`src/rtl/uart_pkg.sv`:
```
// Shared FSM state type, legal oversampling ratios and parity-type constants
// for the UART receiver.
package uart_pkg;

    typedef enum logic [2:0] {
        ST_IDLE   = 3'd0,
        ST_START  = 3'd1,
        ST_DATA   = 3'd2,
        ST_PARITY = 3'd3,
        ST_STOP   = 3'd4
    } rx_state_e;

    localparam logic [5:0] PRESCALE_8  = 6'd8;
    localparam logic [5:0] PRESCALE_16 = 6'd16;
    localparam logic [5:0] PRESCALE_32 = 6'd32;

    localparam logic PAR_EVEN = 1'b0;
    localparam logic PAR_ODD  = 1'b1;

    // Any ratio other than 8/16/32 falls back to 8.
    function automatic logic [5:0] legal_prescale(input logic [5:0] p);
        logic [5:0] r;
        case (p)
            PRESCALE_8, PRESCALE_16, PRESCALE_32: r = p;
            default:                              r = PRESCALE_8;
        endcase
        return r;
    endfunction

    function automatic logic majority3(input logic a, input logic b, input logic c);
        return (a & b) | (a & c) | (b & c);
    endfunction

endpackage

```
`src/rtl/uart_rx_bit_sampler.sv`:
```
// Per-bit edge counter and mid-bit sampling; the bit decision strobes at edge P/2+1.
// Build option UART_RX_MAJORITY_VOTE_EN: 2-of-3 vote over samples P/2-1, P/2, P/2+1.
module uart_rx_bit_sampler
    import uart_pkg::*;
(
    input  logic       clk,
    input  logic       res,
    input  logic       rx_s,
    input  logic       start_det,
    input  logic       busy,
    input  logic [5:0] prescale,
    output logic       bit_strobe,
    output logic       bit_val,
    output logic       bit_end
);

    logic [5:0] edge_cnt_r;
    logic [5:0] half_s;
    logic [5:0] last_s;
    logic       s_mid_r;
`ifdef UART_RX_MAJORITY_VOTE_EN
    logic       s_lo_r;
`endif

    assign half_s = prescale >> 1;
    assign last_s = prescale - 6'd1;

    // Edge counter: the start-detect cycle is edge 0, so the next cycle is edge 1.
    always_ff @(posedge clk or posedge res) begin
        if (res) begin
            edge_cnt_r <= 6'd0;
        end else if (start_det) begin
            edge_cnt_r <= 6'd1;
        end else if (busy) begin
            edge_cnt_r <= (edge_cnt_r == last_s) ? 6'd0 : edge_cnt_r + 6'd1;
        end else begin
            edge_cnt_r <= 6'd0;
        end
    end

    // Early and centre samples; the late sample is the live rx_s at decision time.
    always_ff @(posedge clk or posedge res) begin
        if (res) begin
            s_mid_r <= 1'b1;
`ifdef UART_RX_MAJORITY_VOTE_EN
            s_lo_r  <= 1'b1;
`endif
        end else begin
            if (edge_cnt_r == half_s) begin
                s_mid_r <= rx_s;
            end
`ifdef UART_RX_MAJORITY_VOTE_EN
            if (edge_cnt_r == half_s - 6'd1) begin
                s_lo_r <= rx_s;
            end
`endif
        end
    end

`ifdef UART_RX_MAJORITY_VOTE_EN
    assign bit_val = majority3(s_lo_r, s_mid_r, rx_s);
`else
    assign bit_val = s_mid_r;
`endif

    assign bit_strobe = busy && (edge_cnt_r == half_s + 6'd1);
    assign bit_end    = busy && (edge_cnt_r == last_s);

endmodule

```
`src/rtl/uart_rx.sv`:
```
// UART receiver: 2-flop input synchronizer, framing FSM, parity and stop checks.
// Build option UART_RX_MAJORITY_VOTE_EN selects 3-sample majority bit decisions.
module uart_rx
    import uart_pkg::*;
#(
    parameter int DATA_WIDTH = 8
) (
    input  logic                  clk,
    input  logic                  res,
    input  logic                  rx_in,
    input  logic [5:0]            prescale,
    input  logic                  par_en,
    input  logic                  par_typ,
    output logic [DATA_WIDTH-1:0] p_data,
    output logic                  data_valid,
    output logic                  par_err,
    output logic                  stp_err
);

    localparam int               CNT_W    = (DATA_WIDTH > 1) ? $clog2(DATA_WIDTH) : 1;
    localparam logic [CNT_W-1:0] LAST_BIT = CNT_W'(DATA_WIDTH - 1);

    logic                  sync1_r;
    logic                  rx_s;
    logic                  rx_prev_r;
    logic [1:0]            vld_r;
    rx_state_e             state_r;
    logic [CNT_W-1:0]      bit_cnt_r;
    logic [DATA_WIDTH-1:0] shift_r;
    logic [5:0]            prescale_r;
    logic                  par_en_r;
    logic                  par_typ_r;
    logic                  start_det_s;
    logic                  busy_s;
    logic                  bit_strobe_s;
    logic                  bit_val_s;
    logic                  bit_end_s;

    function automatic logic expected_parity(input logic [DATA_WIDTH-1:0] d, input logic typ);
        return (^d) ^ (typ == PAR_ODD);
    endfunction

    // Synchronizer and edge history; the history arms only once real line data has
    // flushed through, so a line held low across reset release is not a start.
    always_ff @(posedge clk or posedge res) begin
        if (res) begin
            sync1_r   <= 1'b1;
            rx_s      <= 1'b1;
            vld_r     <= 2'b00;
            rx_prev_r <= 1'b0;
        end else begin
            sync1_r   <= rx_in;
            rx_s      <= sync1_r;
            vld_r     <= {vld_r[0], 1'b1};
            rx_prev_r <= vld_r[1] & rx_s;
        end
    end

    assign start_det_s = (state_r == ST_IDLE) && rx_prev_r && !rx_s;
    assign busy_s      = (state_r != ST_IDLE);

    uart_rx_bit_sampler u_sampler (
        .clk        (clk),
        .res        (res),
        .rx_s       (rx_s),
        .start_det  (start_det_s),
        .busy       (busy_s),
        .prescale   (prescale_r),
        .bit_strobe (bit_strobe_s),
        .bit_val    (bit_val_s),
        .bit_end    (bit_end_s)
    );

    // Frame FSM; stop decision returns to IDLE mid-stop-bit so back-to-back frames are caught.
    always_ff @(posedge clk or posedge res) begin
        if (res) begin
            state_r    <= ST_IDLE;
            bit_cnt_r  <= {CNT_W{1'b0}};
            shift_r    <= {DATA_WIDTH{1'b0}};
            prescale_r <= PRESCALE_8;
            par_en_r   <= 1'b0;
            par_typ_r  <= PAR_EVEN;
            p_data     <= {DATA_WIDTH{1'b0}};
            data_valid <= 1'b0;
            par_err    <= 1'b0;
            stp_err    <= 1'b0;
        end else begin
            data_valid <= 1'b0;
            par_err    <= 1'b0;
            stp_err    <= 1'b0;
            case (state_r)
                ST_IDLE: begin
                    if (start_det_s) begin
                        prescale_r <= legal_prescale(prescale);
                        par_en_r   <= par_en;
                        par_typ_r  <= par_typ;
                        bit_cnt_r  <= {CNT_W{1'b0}};
                        state_r    <= ST_START;
                    end
                end
                ST_START: begin
                    if (bit_strobe_s && bit_val_s) begin
                        state_r <= ST_IDLE;
                    end else if (bit_end_s) begin
                        state_r <= ST_DATA;
                    end
                end
                ST_DATA: begin
                    if (bit_strobe_s) begin
                        shift_r <= {bit_val_s, shift_r[DATA_WIDTH-1:1]};
                    end
                    if (bit_end_s) begin
                        if (bit_cnt_r == LAST_BIT) begin
                            state_r <= par_en_r ? ST_PARITY : ST_STOP;
                        end else begin
                            bit_cnt_r <= bit_cnt_r + CNT_W'(1);
                        end
                    end
                end
                ST_PARITY: begin
                    if (bit_strobe_s && (bit_val_s != expected_parity(shift_r, par_typ_r))) begin
                        par_err <= 1'b1;
                        state_r <= ST_IDLE;
                    end else if (bit_end_s) begin
                        state_r <= ST_STOP;
                    end
                end
                ST_STOP: begin
                    if (bit_strobe_s) begin
                        if (bit_val_s) begin
                            data_valid <= 1'b1;
                            p_data     <= shift_r;
                        end else begin
                            stp_err <= 1'b1;
                        end
                        state_r <= ST_IDLE;
                    end
                end
                default: state_r <= ST_IDLE;
            endcase
        end
    end

endmodule

```
`config.mk`:
```
export PLATFORM = sky130hd
export DESIGN_NAME = uart_rx
export DESIGN_NICKNAME = d
export VERILOG_FILES = /design/src/rtl/uart_pkg.sv /design/src/rtl/uart_rx_bit_sampler.sv /design/src/rtl/uart_rx.sv
export SDC_FILE = /design/constraint.sdc
export NUM_CORES = 1
export LEC_CHECK = 0
export CAP_MARGIN = 0
export CELL_PAD_IN_SITES_DETAIL_PLACEMENT = 1
export CELL_PAD_IN_SITES_GLOBAL_PLACEMENT = 1
export CORE_ASPECT_RATIO = 0.7
export CORE_MARGIN = 2
export CORE_UTILIZATION = 30
export DETAILED_ROUTE_END_ITERATION = 8
export PLACE_DENSITY_LB_ADDON = 0.1
export SETUP_SLACK_MARGIN = 0.02
export SLEW_MARGIN = 20
export SYNTH_ARGS = -nofsm -noshare
export SYNTH_HDL_FRONTEND = slang
export SYNTH_SLANG_ARGS = --single-unit
```
`constraint.sdc`:
```
create_clock -name clk -period 3.07 [get_ports clk]
set_input_delay 0.7675 -clock clk [delete_from_list [all_inputs] [get_ports clk]]
set_output_delay 0.7675 -clock clk [all_outputs]
set_load 0.02 [all_outputs]
```
==> impl_metrics.yaml <==
worst_setup_path:
  cp_max_fo: 9
  reg2reg_slack_ns: 0.33
  cp-start-kind: "flip-flop"
  r2r_start: "prescale_r[2]"
  reg2reg_depth: 8
  critPathKind: "reg2reg"
  critical_path_arrival_ns: 2.91
  critical_path.startpoint: "prescale_r[2]"
  crit_required_ns: 3.24
  cp-end-kind: "flip-flop"
cells_and_area:
  num-fill-cells: 877
  layout.nets: 257
  multiInputGateArea_um2: 1211
  area.sequential_um2: 1131
  diodes: 0
  drive_gt1_frac: 0.1909
  area_growth_pct: 20.10
die:
  io-pin-count: 22
  fp.coreArea_um2: 7871
  start_util: 0.3092
  die_w_um: 111.7
  die_height_um: 79.36
  design.die.area_um2: 8860
  num_rows: 27
sta:
  rsz0062_at_grt: "no"
  hold_slack_ns: 0.3524
  fin_crit_sh: 0.8924
  finalMaxSlewViolations: 0
  clock_skew_ns: 0.007716
  fmax_ghz: 0.3650
  final_hold_viol_count: 0
  setup_violations: 0
  period_needed_ns: 2.740
  setup-tns-final_ns: 0
  worst_pin_slew_ns: 0.6203
  relSlewSlack: 0.5821
grt:
  grt_pass1_vias: 1628
  grt_overflow_total: 0
  antenna_found_initial: 0
  grt_pass1_wl_um: 9149
  grt_use_total: 0.1370
  grt_max_degree: 27
clock_network:
  cts_resized: 0
  cts_tree: "yes"
  cts_sinks: 45
  ctsHoldBuffers: 0
  clock_latency_ns: 0.29
  numCtsBuffers: 5
  cts.clk_slew.worst_paths_ns: 0.06
  h-tree-depth: 2
  post-cts-setup-buffers: 0
  clk_path_buf_depth: 2
  cts-root-buf: "clkbuf_16"
synth:
  ys_seq_area_frac: 0.4648
  syn_area_um2: 2434
  synth_seq_cells: 45
  async_reset_ff_frac: 1.000
  synth_cells: 218
  synth_top_area_share: 0.4216
  syn_avg_cell_area_um2: 11.16
  synth-edff-count: 0
  synth_common_cells: "41 x dfrtp_1, 18 x xnor2_1, 16 x nor2_1"
  synth.area.top_cells: "dfrtp_1 42%, xnor2_1 6.5%, mux2_2 5.1%"
  synth_warnings: 0
  netlist-cell-type-count: 48
  synth_area_leader_cell: "dfrtp_1"
  synth_most_common_cell: "dfrtp_1"
  synthesis.nets: 235
  ys.flop_type: "dfrtp_1"
routing:
  drc_errors: 0
  ant_nets: 0
  via_per_inst: 4.705
  vias: 1609
  dr.pass1.iters: 3
  drt_first_iter_violations: 62
  post_drt_wl_per_cell_um: 16.37
  wl_um: 5599
outcome:
  status: "finished, final reports clean"
power:
  p_per_area_nw_per_um2: 821.7
  power.leakage_nw: 1.303
  ir_worst_vdd_mv: 0.4086
hold_path:
  hp-start: "vld_r[0]"
  hold_depth: 0
  min_path_type: "reg2reg"
flow_run:
  cap_violations: 0
placement:
  dpl.hpwl_um: 4204
  port-buffer-count: 21
  gp_congestion: 0.7861
[report_power, final]
| group | leakage, nW | internal, mW | switching [mW] |
|---|---|---|---|
| Sequential | 0.591 | 0.712 | 0.164 |
| Combinational | 0.628 | 0.397 | 0.495 |
| Clock | 0.0841 | 0.407 | 0.228 |
[path summary, 6_finish.rpt]
kind	endpoint
setup / recovery	p_data[4]
hold / removal	vld_r[1]
setup reg to reg	p_data[4]
hold reg to reg	vld_r[1]
max in group asynchronous	sync1_r
min in group asynchronous	p_data[3]
[registers in the layout, summed over array words and instances (netlist names)]
| register | count |
|---|---|
| data_valid | 1 |
| rx_prev_r | 1 |
| shift_r | 8 |
| u_sampler.bit_val | 1 |
| par_en_r | 1 |
| p_data | 8 |
| rx_s | 1 |
| par_typ_r | 1 |
| sync1_r | 1 |
| stp_err | 1 |
| par_err | 1 |
| vld_r | 2 |
| u_sampler.edge_cnt_r | 6 |
| bit_cnt_r | 3 |
| prescale_r | 6 |
| state_r | 3 |
[layer usage]
| metal | track usage | part of all wire |
|---|---|---|
| met5 | 0 | 0 |
| met4 | 0.04074 | 0.013 |
| met1 | 0.2237 | 0.58 |
| met3 | 0.03206 | 0.029 |
| met2 | 0.1715 | 0.38 |
[area by class of cell]
class	instances	area share
Timing Repair Buffer	25	0.08219
Tap cell	101	0.04324
Inverter	11	0.01413
Clock inverter	1	0.01027
Multi-Input combinational cell	152	0.4144
Clock buffer	7	0.04880
Sequential cell	45	0.3870
[cell families (layout without fill, tap and decap cells)]
group / after synthesis / after routing / synth area share
xor gates and xnor gates: 31 / 31 / 0.1172
and+or+nand+nor: 72 / 72 / 0.1789
muxes: 22 / 22 / 0.1126
adders and majority gates: 6 / 6 / 0.03085
other: 1 / 1 / 0.001541
buffers and inverters: 21 / 44 / 0.03753
DFF: 45 / 45 / 0.4648
AOI/OAI and AO/OA: 20 / 20 / 0.05656
[per-stage QoR]
step           instance area (um^2)  total power [mW]  utilization  setup slack [ns]  cells
2_1_floorplan                  2434             1.538            -            0.6701    218
3_3_place_gp                   2750             1.771       0.3494            0.3897    334
3_5_place_dp                   2750             1.773       0.3494            0.3472    334
4_1_cts                        2923             2.426       0.3713            0.3164    342
5_1_grt                        2923             2.566       0.3713            0.1200    342
6_report                       2923             2.402       0.3713            0.3302    342
[critical path, stage by stage (launching register included)]
cell,delay (ns)
dfrtp_1,0.49
inv_1,0.07
ha_1,0.28
xnor2_1,0.19
nand2_1,0.12
nor4_4,0.29
nand3_4,0.15
or3_1,0.63
mux2_4,0.39
[layout by cell type, fill, tap and decap left out, types with 4 or more instances in the layout]
cell type / netlist / routed
o21ai_0: 7 / 7
nor2b_1: 4 / 4
nand3_1: 10 / 10
inv_1: 11 / 10
clkbuf_16: 0 / 5
clkdlybuf4s50_1: 0 / 21
and2_1: 4 / 4
dfrtp_1: 41 / 41
nor2_1: 16 / 16
mux2_2: 11 / 11
ha_1: 6 / 6
mux2_4: 8 / 8
buf_4: 0 / 4
nand2_1: 11 / 11
dfstp_2: 4 / 4
xor2_1: 12 / 12
xnor2_1: 18 / 18
Note: power is estimated with default switching activity, not from simulation.
